File: src/rtl/hazard_ctrl.sv
// Hazard/stall controller: Tuse/Tnew stall detection, forwarding selects,
// multiply/divide busy sequencer and stall-cycle counter.
module hazard_ctrl #(
  parameter int MULT_LAT = 5,
  parameter int DIV_LAT  = 10,
  parameter int CNT_W    = 32
) (
  input  logic             clk,
  input  logic             reset,
  input  logic [4:0]       rs_addr_D,
  input  logic [4:0]       rt_addr_D,
  input  logic [3:0]       rs_use_D,
  input  logic [3:0]       rt_use_D,
  input  logic             md_use_D,
  input  logic [4:0]       dst_addr_E,
  input  logic [3:0]       dst_save_E,
  input  logic [4:0]       dst_addr_M,
  input  logic [3:0]       dst_save_M,
  input  logic [4:0]       dst_addr_W,
  input  logic             md_start_E,
  input  logic             md_is_div_E,
  output logic             stall,
  output logic             pc_enable,
  output logic             fd_enable,
  output logic             de_flush,
  output logic [1:0]       fwd_rs_D,
  output logic [1:0]       fwd_rt_D,
  output logic             md_busy,
  output logic             md_done,
  output logic [CNT_W-1:0] stall_cnt
);

  localparam int MAXL = (DIV_LAT > MULT_LAT) ? DIV_LAT : MULT_LAT;
  localparam int CW   = $clog2(MAXL + 1);

  localparam logic [0:0] S_IDLE = 1'b0;
  localparam logic [0:0] S_BUSY = 1'b1;

  localparam logic [3:0] NO_USE = 4'd4;

  logic [0:0]       state_q, state_d;
  logic [CW-1:0]    cnt_q, cnt_d;
  logic [CNT_W-1:0] stall_cnt_q, stall_cnt_d;
  logic [CW-1:0]    lat_m1;
  logic             stall_rs, stall_rt, stall_md;

  function automatic logic data_stall(
    input logic [4:0] a,
    input logic [3:0] u,
    input logic [4:0] ae,
    input logic [3:0] te,
    input logic [4:0] am,
    input logic [3:0] tm
  );
    logic me, mm;
    me = (a != 5'd0) && (a == ae);
    mm = (a != 5'd0) && (a == am);
    return (u != NO_USE) && ((me && (u < te)) || (mm && (u < tm)));
  endfunction

  // Youngest producer wins; a not-ready younger producer hides older ones.
  function automatic logic [1:0] fwd_sel(
    input logic [4:0] a,
    input logic [4:0] ae,
    input logic [3:0] te,
    input logic [4:0] am,
    input logic [3:0] tm,
    input logic [4:0] aw
  );
    logic [1:0] s;
    s = 2'd0;
    if (a != 5'd0) begin
      if (a == ae)      s = (te == 4'd0) ? 2'd1 : 2'd0;
      else if (a == am) s = (tm == 4'd0) ? 2'd2 : 2'd0;
      else if (a == aw) s = 2'd3;
    end
    return s;
  endfunction

  assign stall_rs = data_stall(rs_addr_D, rs_use_D, dst_addr_E,
                               dst_save_E, dst_addr_M, dst_save_M);
  assign stall_rt = data_stall(rt_addr_D, rt_use_D, dst_addr_E,
                               dst_save_E, dst_addr_M, dst_save_M);
  assign stall_md = md_use_D && (md_busy || md_start_E);

  assign stall     = stall_rs | stall_rt | stall_md;
  assign pc_enable = !stall;
  assign fd_enable = !stall;
  assign de_flush  = stall;

  assign fwd_rs_D = fwd_sel(rs_addr_D, dst_addr_E, dst_save_E,
                            dst_addr_M, dst_save_M, dst_addr_W);
  assign fwd_rt_D = fwd_sel(rt_addr_D, dst_addr_E, dst_save_E,
                            dst_addr_M, dst_save_M, dst_addr_W);

  assign md_busy   = (state_q == S_BUSY);
  assign md_done   = md_busy && (cnt_q == CW'(1));
  assign stall_cnt = stall_cnt_q;

  assign lat_m1 = md_is_div_E ? CW'(DIV_LAT - 1) : CW'(MULT_LAT - 1);

  always_comb begin
    state_d = state_q;
    cnt_d   = cnt_q;
    unique case (state_q)
      S_IDLE: begin
        if (md_start_E && (lat_m1 != '0)) begin
          state_d = S_BUSY;
          cnt_d   = lat_m1;
        end
      end
      S_BUSY: begin
        cnt_d = cnt_q - CW'(1);
        if (cnt_q <= CW'(1)) begin
          state_d = S_IDLE;
          cnt_d   = '0;
        end
      end
      default: begin
        state_d = S_IDLE;
        cnt_d   = '0;
      end
    endcase
  end

  assign stall_cnt_d = stall ? stall_cnt_q + CNT_W'(1) : stall_cnt_q;

  always_ff @(posedge clk) begin
    if (reset) begin
      state_q     <= S_IDLE;
      cnt_q       <= '0;
      stall_cnt_q <= '0;
    end else begin
      state_q     <= state_d;
      cnt_q       <= cnt_d;
      stall_cnt_q <= stall_cnt_d;
    end
  end

endmodule

File: config.mk
export PLATFORM = sky130hd
export DESIGN_NAME = hazard_ctrl
export DESIGN_NICKNAME = d
export VERILOG_FILES = /design/src/rtl/hazard_ctrl.sv
export SDC_FILE = /design/constraint.sdc
export NUM_CORES = 1
export LEC_CHECK = 0
export BUFFER_PORTS_ARGS = -buffer_cell sky130_fd_sc_hd__buf_2
export CORE_MARGIN = 1
export CORE_UTILIZATION = 45
export DETAILED_ROUTE_END_ITERATION = 6
export MAX_ROUTING_LAYER = met4
export PLACE_DENSITY = 0.72
export SLEW_MARGIN = 20
export SYNTH_ARGS = -nofsm -noshare
export SYNTH_HDL_FRONTEND = slang
export SYNTH_SLANG_ARGS = --single-unit
File: constraint.sdc
create_clock -name clk -period 2.75 [get_ports clk]
set_input_delay 0.275 -clock clk [delete_from_list [all_inputs] [get_ports clk]]
set_output_delay 0.275 -clock clk [all_outputs]
set_load 0.01 [all_outputs]
# --- Word-level counts from Yosys, hierarchy flattened ---
# Cells that the tools add are included.
totals:
  ff_bits: 37
  latchBits: 0
  mem_bits_rw: 0
  romBits: 0
  inputBits: 46
  out_inout_bits: 42
  elab_cells: 62
  mem_count: 0
op_classes:
  n_addsub: 2
  mul: 0
  n_div: 0
  n_lt_le_gt_ge: 5
  eq_ne: 10
  shifts: 0
  n_mux: 17
  bitwise_logic: 3
  reduce_logical: 22
ops:
  columns: ["operator", "n"]
  rows:
  - ["32-bit by 1-bit adder with 32-bit output, second input constant", 1]
  - ["5-bit equality test", 6]
  - ["2-bit 2-to-1 mux", 9]
  - ["4-bit less-than comparator", 4]
  - ["1-bit logical AND", 13]
  - ["4-bit 2-to-1 mux", 3]
  - ["5-bit nonzero test", 2]
  - ["4-bit zero test", 2]
  - ["4-bit by 3-bit != test with 1-bit output, second input constant", 2]
  - ["4-bit one-hot mux with 2 select lines", 1]
  - ["4-bit by 1-bit equality test with 1-bit output, second input constant", 1]
  - ["4-bit by 1-bit less-or-equal comparator with 1-bit output, second input constant", 1]
  - ["4-bit nonzero test", 1]
  - ["4-bit by 1-bit subtractor with 4-bit output, second input constant", 1]
  - ["1-bit logical OR", 3]
  - ["1-bit 2-to-1 mux", 3]
  - ["2-bit != test, second input constant", 1]
  - ["1-bit OR", 2]
  - ["1-bit one-hot mux with 2 select lines", 1]
  - ["1-bit zero test", 1]
  - ["1-bit NOT", 1]

# --- Depth between registers and ports, before layout ---
# Gate-level depths: netlist of run 1.
logic_depth:
  word_depth: 8
  depth_mapped: 10
  depth_no_buf: 9

# --- Worst setup path after synthesis of run 1 ---
# No wires, ideal clock.
synth_path:
  path_kind: "input port to output port"
  from: "in rs_use_D[1]"
  to: "out pc_enable"
  t_arrival_ns: 1.967
  t_required_ns: 2.475
  slack_ns: 0.508
  cell_stages: 7
  path_buffers: 3
  cell_sequence: "or4b_2 > o21ai_2 > nor4_2 > nor4_4 > buf_4 > buf_6 > buf_4"
synth_between:
  elab_chain_len: 7
  elab_cells_between_ends: 10
  classes_between: "2 x order compare; 1 x eq/ne; 2 x bitwise; 5 x reduce/logical"
synth_lines:
  columns: ["item", "line", "rtl"]
  rows:
  - ["start, declared", "12", "input logic [3:0] rs_use_D,"]
  - ["4-bit less-than comparator", "58", "return (u != NO_USE) && ((me && (u < te)) || (mm && (u < tm)));"]
  - ["1-bit logical AND", "58", null]
  - ["1-bit logical OR", "58", null]
  - ["1-bit logical AND *", "58", null]
  - ["1-bit OR * (2 in series)", "86", "assign stall = stall_rs | stall_rt | stall_md;"]
  - ["1-bit zero test *", null, null]
  - ["end, declared", "23", "output logic pc_enable,"]
# Every way passes the cells marked *; elsewhere a longest branch is shown, timed or not.

# --- Worst setup path in the final report of run 1 ---
layout_path:
  from: "in rs_use_D[1]"
  to: "out stall"
layout_between:
  elab_chain_len: 6
  elab_cells_between_ends: 9
  classes_between: "2 x order compare; 1 x eq/ne; 2 x bitwise; 4 x reduce/logical"
layout_lines:
  columns: ["item", "line", "rtl"]
  rows:
  - ["4-bit less-than comparator", "58", null]
  - ["1-bit logical AND", "58", null]
  - ["1-bit logical OR", "58", null]
  - ["1-bit logical AND *", "58", null]
  - ["1-bit OR * (2 in series)", "86", null]
  - ["end, declared", "22", "output logic stall,"]
# Marked as above.

==> flow_metrics.env, run 1 <==
export IMPL_power_density_mw_per_mm2=370
export IMPL_antenna_cells=0
export IMPL_grt_start_max_net_pins=63
export IMPL_clk_pin_slew_ns=0.07
export IMPL_first_global_vias=2540
export IMPL_io_pins=88
export IMPL_nets=471
export IMPL_hold_class="in -> reg"
export IMPL_crit_path_cell_trace="buf_2 -> or4b_2 -> o21ai_2 -> nor4_2 -> nor4_4 -> buf_12 -> inv_2 -> buf_2"
export IMPL_slew_headroom=0.543
export IMPL_detail_route_antenna_nets=0
export IMPL_start_util=0.464
export IMPL_area_growth_pct=19.6
export IMPL_gp_congestion=0.912
export IMPL_ir_drop_mv=0.248
export IMPL_met2_usage=0.384
export IMPL_cp_common_cell="buf_2"
export IMPL_max_freq_mhz=416
export IMPL_coreArea_mm2=0.00589
export IMPL_finalCritPeriodShare=0.875
export IMPL_cts_root_buf="clkbuf_8"
export IMPL_min_from="md_is_div_E"
export IMPL_fp_dieW_um=79.9
export IMPL_cts_sinks=37
export IMPL_swShare=0.304
export IMPL_hold_viol=0
export IMPL_post_drt_wl_per_cell_um=14.1
export IMPL_fin_crit_ns=2.41
export IMPL_drt_pass1_iterations=4
export IMPL_cts_buffers=5
export IMPL_hold_buffers=0
export IMPL_use_met1=0.283
export IMPL_finalSetupViolations=0
export IMPL_clkLatencyLatePin_ns=0.29
export IMPL_grt_pass1_wl_mm=11.4
export IMPL_startpoint_type="input pin"
export IMPL_intPower_uw=842
export IMPL_path_max_fanout=62
export IMPL_dp_slack_ns=0.217
export IMPL_rows=28
export IMPL_port_buffers=87
export IMPL_drt_vias_per_instance=5.77
export IMPL_ys_types=50
export IMPL_async_reset_ff_frac=0
export IMPL_synth_enable_flop_cells=0
export IMPL_power_leakage_uw=0.00136
export IMPL_dieArea_mm2=0.00639
export IMPL_rsz0062_at_grt="false"
export IMPL_yosysTopAreaCellShare=0.271
export IMPL_outcome="completed"
export IMPL_avgSynthCellArea_um2=8.28
export IMPL_drt_wl_total_mm=6.86
export IMPL_fin_worst_skew_ns=0.00773
export IMPL_seq_area_frac_synth=0.271
export IMPL_drcViolationCount=0
export IMPL_arrival_ns=2.13
export IMPL_synthTopCellsByCount="dfxtp_1, a21oi_1, nor2_1"
export IMPL_netlist_instances=330
export IMPL_clock_path_buffers=2
export IMPL_cp_slowest_stage_delay_ns=0.68
export IMPL_rr_startpoint="stall_cnt[2]$_SDFFE_PP0P_"
export IMPL_grt_usage=0.229
export IMPL_drv_cap=0
export IMPL_combPwrFrac=0.232
export IMPL_fin_util=0.556
export IMPL_synth_largest_area_cell="dfxtp_1"
export IMPL_antenna_found_initial=0
export IMPL_drive_gt1_frac=0.270
export IMPL_finalMaxSlewViolations=0
export IMPL_p_switching_uw=368
export IMPL_ys_flop_type="dfxtp_1"
export IMPL_startpoint="rs_use_D[1]"
export IMPL_drtIter0Drc=110
export IMPL_die_h_um=79.9
export IMPL_gr_usage_met3=0.0366
export IMPL_synth_area_mm2=0.00273
export IMPL_post_cts_resized=0
export IMPL_seqPwrFrac=0.464
export IMPL_critPathSlowestCell="or4b_2"
export IMPL_fillCellCount=577
export IMPL_yosys_warnings=0
export IMPL_yosysMostFrequentCell="dfxtp_1"
export IMPL_endpoint_kind="primary output"
export IMPL_grt_busiest_layer="met2"
export IMPL_tns_ns=0
export IMPL_worstMarginPinSlew_ns=0.686
export IMPL_cp_required_ns=2.48
export IMPL_path_class="in -> out"
export IMPL_postCtsSetupRepairBufs=0
export IMPL_cts_tree="yes"
export IMPL_pwr_share_clk=0.303
export IMPL_htreeDepth=2
export IMPL_synth_seq_cells=37
export IMPL_setup_ws_ns=0.344
export IMPL_synthTopCellsByArea="dfxtp_1, ha_1, a21oi_1, xor2_1, xnor2_1"
export IMPL_synth_fp_nets=391
export IMPL_vias=2802
export IMPL_overflow=0
export IMPL_detailed_place_hpwl_mm=5.28
[metrics by stage]
stage	total power (µW)	instance area (µm²)	cells	hold slack, ns
CTS	1220	3270	486	0.289
finish	1210	3270	486	0.290
floorplan	769	2730	330	0.452
global route	1270	3270	486	0.327
detailed placement	857	3190	478	0.470
global placement	849	3190	478	0.462
[metal layers]
metal  vias up  part of all wire
li1       1380                 -
met1      1319              0.45
met2        89              0.48
met3        14             0.056
met4         0             0.018
met5         -                 0
[worst max-delay path: cells and delay by family]
kind,cells,cell delay (ns)
buffers and inverters,4,0.63
and+or+nand+nor,3,1.09
AOI/OAI and AO/OA,1,0.13
[cells by family (layout without fill, tap and decap cells)]
kind of cell,Yosys count,in the layout,synth area share
AND/OR/NAND/NOR,126,126,0.279
AO/OA/AOI/OAI,85,85,0.207
flip-flops,37,37,0.271
buffers and inverters,32,113,0.0595
XOR/XNOR,31,31,0.0993
adder cells (fa/ha/maj),15,15,0.0686
multiplexers,4,4,0.0151
[final cells by class]
| class | count | area [µm²] | share of cell area |
|---|---|---|---|
| clock buffer | 6 | 72.6 | 0.0222 |
| inverter | 16 | 60.1 | 0.0184 |
| sequential | 37 | 741 | 0.226 |
| timing repair buffer | 89 | 463 | 0.142 |
| clock inverter | 2 | 10.0 | 0.00306 |
| tap | 75 | 93.8 | 0.0287 |
| multi-input combinational | 261 | 1830 | 0.560 |
[worst paths after layout]
| check | end | slack [ns] | depth (start not counted) |
|---|---|---|---|
| hold / removal | cnt_q[2]$_SDFFE_PP0N_ | 0.29 | 4 |
| setup reg to reg | stall_cnt[17]$_SDFFE_PP0P_ | 0.43 | 7 |
| setup / recovery | stall | 0.34 | 8 |
| hold reg to reg | stall_cnt[31]$_SDFFE_PP0P_ | 0.48 | 2 |
[power groups by stage]
stage	Combinational (µW)	Sequential [µW]	Clock [µW]
after floorplan	194	574	0
after global placement	275	574	0
after detailed placement	283	574	0
after CTS	283	562	377
after global routing	314	565	395
final	281	562	367
[placed cells by master, fill, tap and decap left out, drive strengths merged, types with 2 or more instances in the layout]
cell type   n
a2111oi     2
o21ai      24
clkbuf      6
nor3       10
nand3      14
nand2b      3
xnor2      13
nand2      11
or3        17
and3        5
dfxtp      37
or4        14
nand4      14
and2        2
and4        5
inv        16
a211oi      2
o31ai      12
o41ai       2
a21o        4
buf        89
nor4        3
ha         15
a21oi      35
mux2i       3
xor2       18
clkinv      2
nor2       22
[registers in the layout (all words and copies together), names as in the netlist]
register   cells
cnt_q          4
md_busy        1
stall_cnt     32
(Power assumes the default switching activity.)
==> inputs of run 2 (changes only) <==
ABC_AREA = 1   (was default)
PLACE_DENSITY = 0.7   (was 0.72)
==> flow_metrics.env, run 2 <==
export IMPL_start_util=0.468
export IMPL_arrival_ns=2.07
export IMPL_synth_largest_area_cell="dfxtp_1"
export IMPL_post_drt_wl_per_cell_um=11.1
export IMPL_finalSetupViolations=0
export IMPL_yosysTopAreaCellShare=0.217
export IMPL_cts_sinks=37
export IMPL_post_cts_resized=0
export IMPL_cts_root_buf="clkbuf_8"
export IMPL_drv_cap=0
export IMPL_first_global_vias=3381
export IMPL_ys_types=33
export IMPL_critPathSlowestCell="nand3_4"
export IMPL_area_sequential_um2=741
export IMPL_gp_congestion=0.916
export IMPL_synth_seq_cells=37
export IMPL_synth_area_mm2=0.00341
export IMPL_dp_slack_ns=0.411
export IMPL_synth_enable_flop_cells=0
export IMPL_cts_buffers=5
export IMPL_area_growth_pct=18.3
export IMPL_grt_start_max_net_pins=36
export IMPL_htreeDepth=2
export IMPL_hold_viol=0
export IMPL_fin_worst_skew_ns=0.00773
export IMPL_yosys_warnings=0
export IMPL_drt_vias_per_instance=4.76
export IMPL_final_area_mm2=0.00404
export IMPL_crit_path_cell_trace="buf_2 -> inv_1 -> ha_1 -> a21oi_1 -> a21boi_0 -> nand3_1 -> nand2_1 -> nand2_2 -> nand3_4 -> inv_1 -> buf_2"
export IMPL_dieArea_mm2=0.00794
export IMPL_nets=717
export IMPL_drt_wl_total_mm=8.42
export IMPL_rows=31
export IMPL_postCtsSetupRepairBufs=0
export IMPL_drcViolationCount=0
export IMPL_async_reset_ff_frac=0
export IMPL_power_leakage_uw=0.00216
export IMPL_vias=3602
export IMPL_critical_path_top_delay_family="simple AND/OR/NAND/NOR gates"
export IMPL_yosysMostFrequentCell="nand2_1"
export IMPL_path_max_fanout=25
export IMPL_worstMarginPinSlew_ns=0.464
export IMPL_placedInstanceArea_mm2=0.00392
export IMPL_cts_tree="yes"
export IMPL_finalMaxSlewViolations=0
export IMPL_path_buf_inv=4
export IMPL_slew_headroom=0.688
export IMPL_ys_flop_type="dfxtp_1"
export IMPL_finalCritPeriodShare=0.852
export IMPL_fin_crit_ns=2.34
export IMPL_avgSynthCellArea_um2=5.96
export IMPL_synthTopCellsByArea="dfxtp_1, nand2_1, inv_1, nor2_1, xor2_1"
export IMPL_fin_util=0.554
export IMPL_netlist_instances=573
export IMPL_grt_pass1_wl_mm=14.6
export IMPL_grt_usage=0.241
export IMPL_fillCellCount=783
export IMPL_max_freq_mhz=427
export IMPL_largest_register_ffs=32
export IMPL_detail_route_antenna_nets=0
export IMPL_cp_slowest_stage_delay_ns=0.33
export IMPL_synthTopCellsByCount="nand2_1, inv_1, nor2_1"
export IMPL_rsz0062_at_grt="false"
export IMPL_synth_fp_nets=634
export IMPL_drive_gt1_frac=0.167
export IMPL_clock_path_buffers=2
export IMPL_outcome="completed"
export IMPL_clk_pin_slew_ns=0.07
export IMPL_drtIter0Drc=137
export IMPL_power_density_mw_per_mm2=428
export IMPL_seq_area_frac_synth=0.217
export IMPL_drt_pass1_iterations=4
export IMPL_final_cell_mix="nand2_1, inv_1, nor2_1"
export IMPL_cp_required_ns=2.48
export IMPL_multi_input_area_mm2=0.00218
export IMPL_path_class="in -> out"
export IMPL_ir_drop_mv=0.276
export IMPL_clkLatencyLatePin_ns=0.30
export IMPL_io_pins=88
export IMPL_startpoint_type="input pin"
export IMPL_hold_class="in -> reg"
export IMPL_die_h_um=89.1
export IMPL_detailed_place_hpwl_mm=6.75
export IMPL_port_buffers=87
export IMPL_fp_dieW_um=89.1
export IMPL_endpoint_kind="primary output"
export IMPL_antenna_cells=0
export IMPL_final_common_cell="nand2_1"
export IMPL_setup_ws_ns=0.406
export IMPL_coreArea_mm2=0.00729
export IMPL_tns_ns=0
export IMPL_antenna_found_initial=0
export IMPL_hold_buffers=0
export IMPL_overflow=0
## run 2: cell families after synthesis
group / share of synthesized area
AO/OA/AOI/OAI: 0.0422
XOR/XNOR: 0.128
adder cells (fa/ha/maj): 0.0550
buffers and inverters: 0.144
flip-flops: 0.217
AND/OR/NAND/NOR: 0.413
## run 2: final cells by class
| class | count | area share |
|---|---|---|
| multi-input cells | 415 | 0.540 |
| clock inverters | 1 | 0.00744 |
| inverters | 106 | 0.0986 |
| clock buffers | 7 | 0.0214 |
| repair buffers | 91 | 0.118 |
| flip-flops and latches | 37 | 0.184 |
| well taps | 99 | 0.0307 |
## run 2: through the flow
step / cells / power [µW] / hold slack, ns
floorplan: 573 / 1060 / 0.344
global placement: 748 / 1230 / 0.467
detailed placement: 748 / 1250 / 0.472
CTS: 756 / 1750 / 0.153
global route: 756 / 1880 / 0.157
finish: 756 / 1730 / 0.164
## run 2: worst paths after layout
kind,slack (ns),to,startpoint,depth (start not counted)
worst max register to register,0.85,stall_cnt[24]$_SDFFE_PP0P_,stall_cnt[0]$_SDFFE_PP0P_,11
worst min register to register,0.50,cnt_q[1]$_SDFFE_PP0N_,cnt_q[1]$_SDFFE_PP0N_,2
worst min-delay path,0.16,cnt_q[1]$_SDFFE_PP0N_,reset,2
worst max-delay path,0.41,fd_enable,dst_save_E[3],11
## run 2: worst reg2reg max path: stages, from the launching register on
cell and delay, ns:
dfxtp_1 0.39, ha_1 0.19, nand2_1 0.08, nor2_2 0.17
nand2_1 0.12, nor3_1 0.40, nand2_1 0.12, xor2_1 0.15
inv_1 0.05, nand2_1 0.06, inv_1 0.04, nor2_1 0.09
## run 2: power by group
part / switching, µW / total (µW) / internal, µW
registers: 76.2 / 673 / 597
logic: 325 / 560 / 235
clock network: 199 / 495 / 296
## run 2: per-layer routing
metal,track usage,routed length [µm],part of all wire,vias to the layer above
li1,-,-,-,1913
met1,0.302,3960,0.47,1577
met2,0.396,3890,0.46,105
met3,0.0554,494,0.059,7
met4,0.0505,80,0.0095,0
met5,-,0,0,-
==> inputs of run 3 (changes only) <==
PLACE_DENSITY = 0.72   (was 0.7)
clock period = 1.95 ns   (was 2.75 ns; I/O delays follow)
==> flow_metrics.env, run 3 (synthesis results as in run 2) <==
export IMPL_start_util=0.468
export IMPL_hold_class="in -> reg"
export IMPL_finalMaxSlewViolations=0
export IMPL_drtIter0Drc=175
export IMPL_max_freq_mhz=551
export IMPL_finalCritPeriodShare=0.930
export IMPL_hold_viol=0
export IMPL_slew_headroom=0.472
export IMPL_antenna_found_initial=0
export IMPL_finalSetupViolations=0
export IMPL_drt_vias_per_instance=4.73
export IMPL_drcViolationCount=0
export IMPL_placedInstanceArea_mm2=0.00398
export IMPL_r2r_slack_ns=0.17
export IMPL_overflow=0
export IMPL_whs_path_depth=2
export IMPL_drv_cap=0
export IMPL_grt_busiest_layer="met2"
export IMPL_hold_path_end="cnt_q[1]$_SDFFE_PP0N_"
export IMPL_cts_tree="yes"
export IMPL_met2_usage=0.415
export IMPL_nets=724
export IMPL_port_buffers=87
export IMPL_hold_buffers=0
export IMPL_path_max_fanout=5
export IMPL_drive_gt1_frac=0.179
export IMPL_cts_root_buf="clkbuf_8"
export IMPL_tns_ns=0
export IMPL_gp_congestion=0.907
export IMPL_first_global_vias=3472
export IMPL_arrival_ns=1.62
export IMPL_vias=3606
export IMPL_detailed_place_hpwl_mm=6.99
export IMPL_grt_pass1_wl_mm=15.2
export IMPL_endpoint_kind="primary output"
export IMPL_htreeDepth=2
export IMPL_final_area_mm2=0.00408
export IMPL_die_h_um=89.1
export IMPL_drt_wl_total_mm=8.68
export IMPL_fin_crit_ns=1.81
export IMPL_dieArea_mm2=0.00794
export IMPL_antenna_cells=0
export IMPL_cts_sinks=37
export IMPL_worstMarginPinSlew_ns=0.787
export IMPL_io_pins=88
export IMPL_path_class="in -> out"
export IMPL_r2r_end="stall_cnt[30]$_SDFFE_PP0P_"
export IMPL_power_density_mw_per_mm2=568
export IMPL_final_cell_mix="nand2_1, inv_1, buf_2"
export IMPL_rsz0062_at_grt="true"
export IMPL_post_drt_wl_per_cell_um=11.4
export IMPL_outcome="completed"
export IMPL_fin_worst_skew_ns=0.00594
export IMPL_fp_dieW_um=89.1
export IMPL_clock_path_buffers=2
export IMPL_grt_start_max_net_pins=28
export IMPL_cts_buffers=5
export IMPL_use_met1=0.312
export IMPL_gr_usage_met3=0.0416
export IMPL_largest_register_ffs=32
export IMPL_cp_required_ns=1.75
export IMPL_area_growth_pct=19.6
export IMPL_ir_drop_mv=0.300
export IMPL_grt_usage=0.247
export IMPL_power_leakage_uw=0.00218
export IMPL_final_common_cell="nand2_1"
export IMPL_min_from="reset"
export IMPL_coreArea_mm2=0.00729
export IMPL_rows=31
export IMPL_rr_startpoint="stall_cnt[1]$_SDFFE_PP0P_"
export IMPL_detail_route_antenna_nets=0
export IMPL_clk_pin_slew_ns=0.07
export IMPL_clkLatencyLatePin_ns=0.29
export IMPL_ff2ff_path_depth=14
export IMPL_startpoint_type="input pin"
export IMPL_drt_pass1_iterations=4
## run 3: where the power goes
| group | leakage (µW) | internal, µW | switching, µW |
|---|---|---|---|
| registers | 0.000306 | 842 | 103 |
| logic | 0.00183 | 352 | 472 |
| clock network | 0.0000443 | 281 | 271 |
## run 3: layout make-up
type | instances | area, µm²
Clock buffer | 7 | 86.3
Inverter | 106 | 398
Fill cell | 780 | 3210
Tap cell | 99 | 124
Sequential cell | 37 | 742
Timing Repair Buffer | 98 | 543
Multi-Input combinational cell | 415 | 2190
## run 3: worst max-delay path, stage by stage
cell,delay (ns)
buf_2,0.09
inv_1,0.05
ha_1,0.29
a21oi_1,0.12
a21boi_0,0.24
nand3_1,0.10
nand2_1,0.07
nand2_1,0.10
nand3_4,0.16
inv_1,0.06
buf_2,0.13
## run 3: worst max path at each step
| stage | startpoint | endpoint | slack [ns] |
|---|---|---|---|
| finish | dst_save_E[3] | fd_enable | 0.14 |
| global route | stall_cnt[1]$_SDFFE_PP0P_ | stall_cnt[30]$_SDFFE_PP0P_ | -0.04 |
| CTS | stall_cnt[1]$_SDFFE_PP0P_ | stall_cnt[30]$_SDFFE_PP0P_ | 0.08 |
| detailed placement | dst_save_E[3] | stall_cnt[1]$_SDFFE_PP0P_ | 0.07 |
| global placement | rs_use_D[3] | stall_cnt[0]$_SDFFE_PP0P_ | 0.12 |
| floorplan | dst_save_E[3] | pc_enable | 0.18 |
## run 3: what timing repair did
| item | 4_1_cts | 5_1_grt |
|---|---|---|
| setup endpoints to repair | 0 | 8 |
| gates resized for setup | 0 | 6 |
| buffers inserted | 0 | 1 |
## run 3: per-stage QoR
step | setup WS (ns) | utilization | total power [µW] | hold slack (ns) | instances
after floorplan | 0.184 | - | 1500 | 0.264 | 573
after global placement | 0.123 | 0.545 | 1760 | 0.386 | 754
after detailed placement | 0.0668 | 0.545 | 1780 | 0.391 | 754
after CTS | 0.0752 | 0.557 | 2340 | 0.0830 | 761
after global routing | -0.0403 | 0.560 | 2530 | 0.0903 | 762
final | 0.136 | 0.560 | 2320 | 0.0926 | 762
## run 3: per-layer routing
layer / routed length (µm) / vias up / part of all wire
met2: 4120 / 85 / 0.48
met5: 0 / - / 0
li1: - / 1925 / -
met3: 417 / 8 / 0.048
met1: 4070 / 1588 / 0.47
met4: 68 / 0 / 0.0078
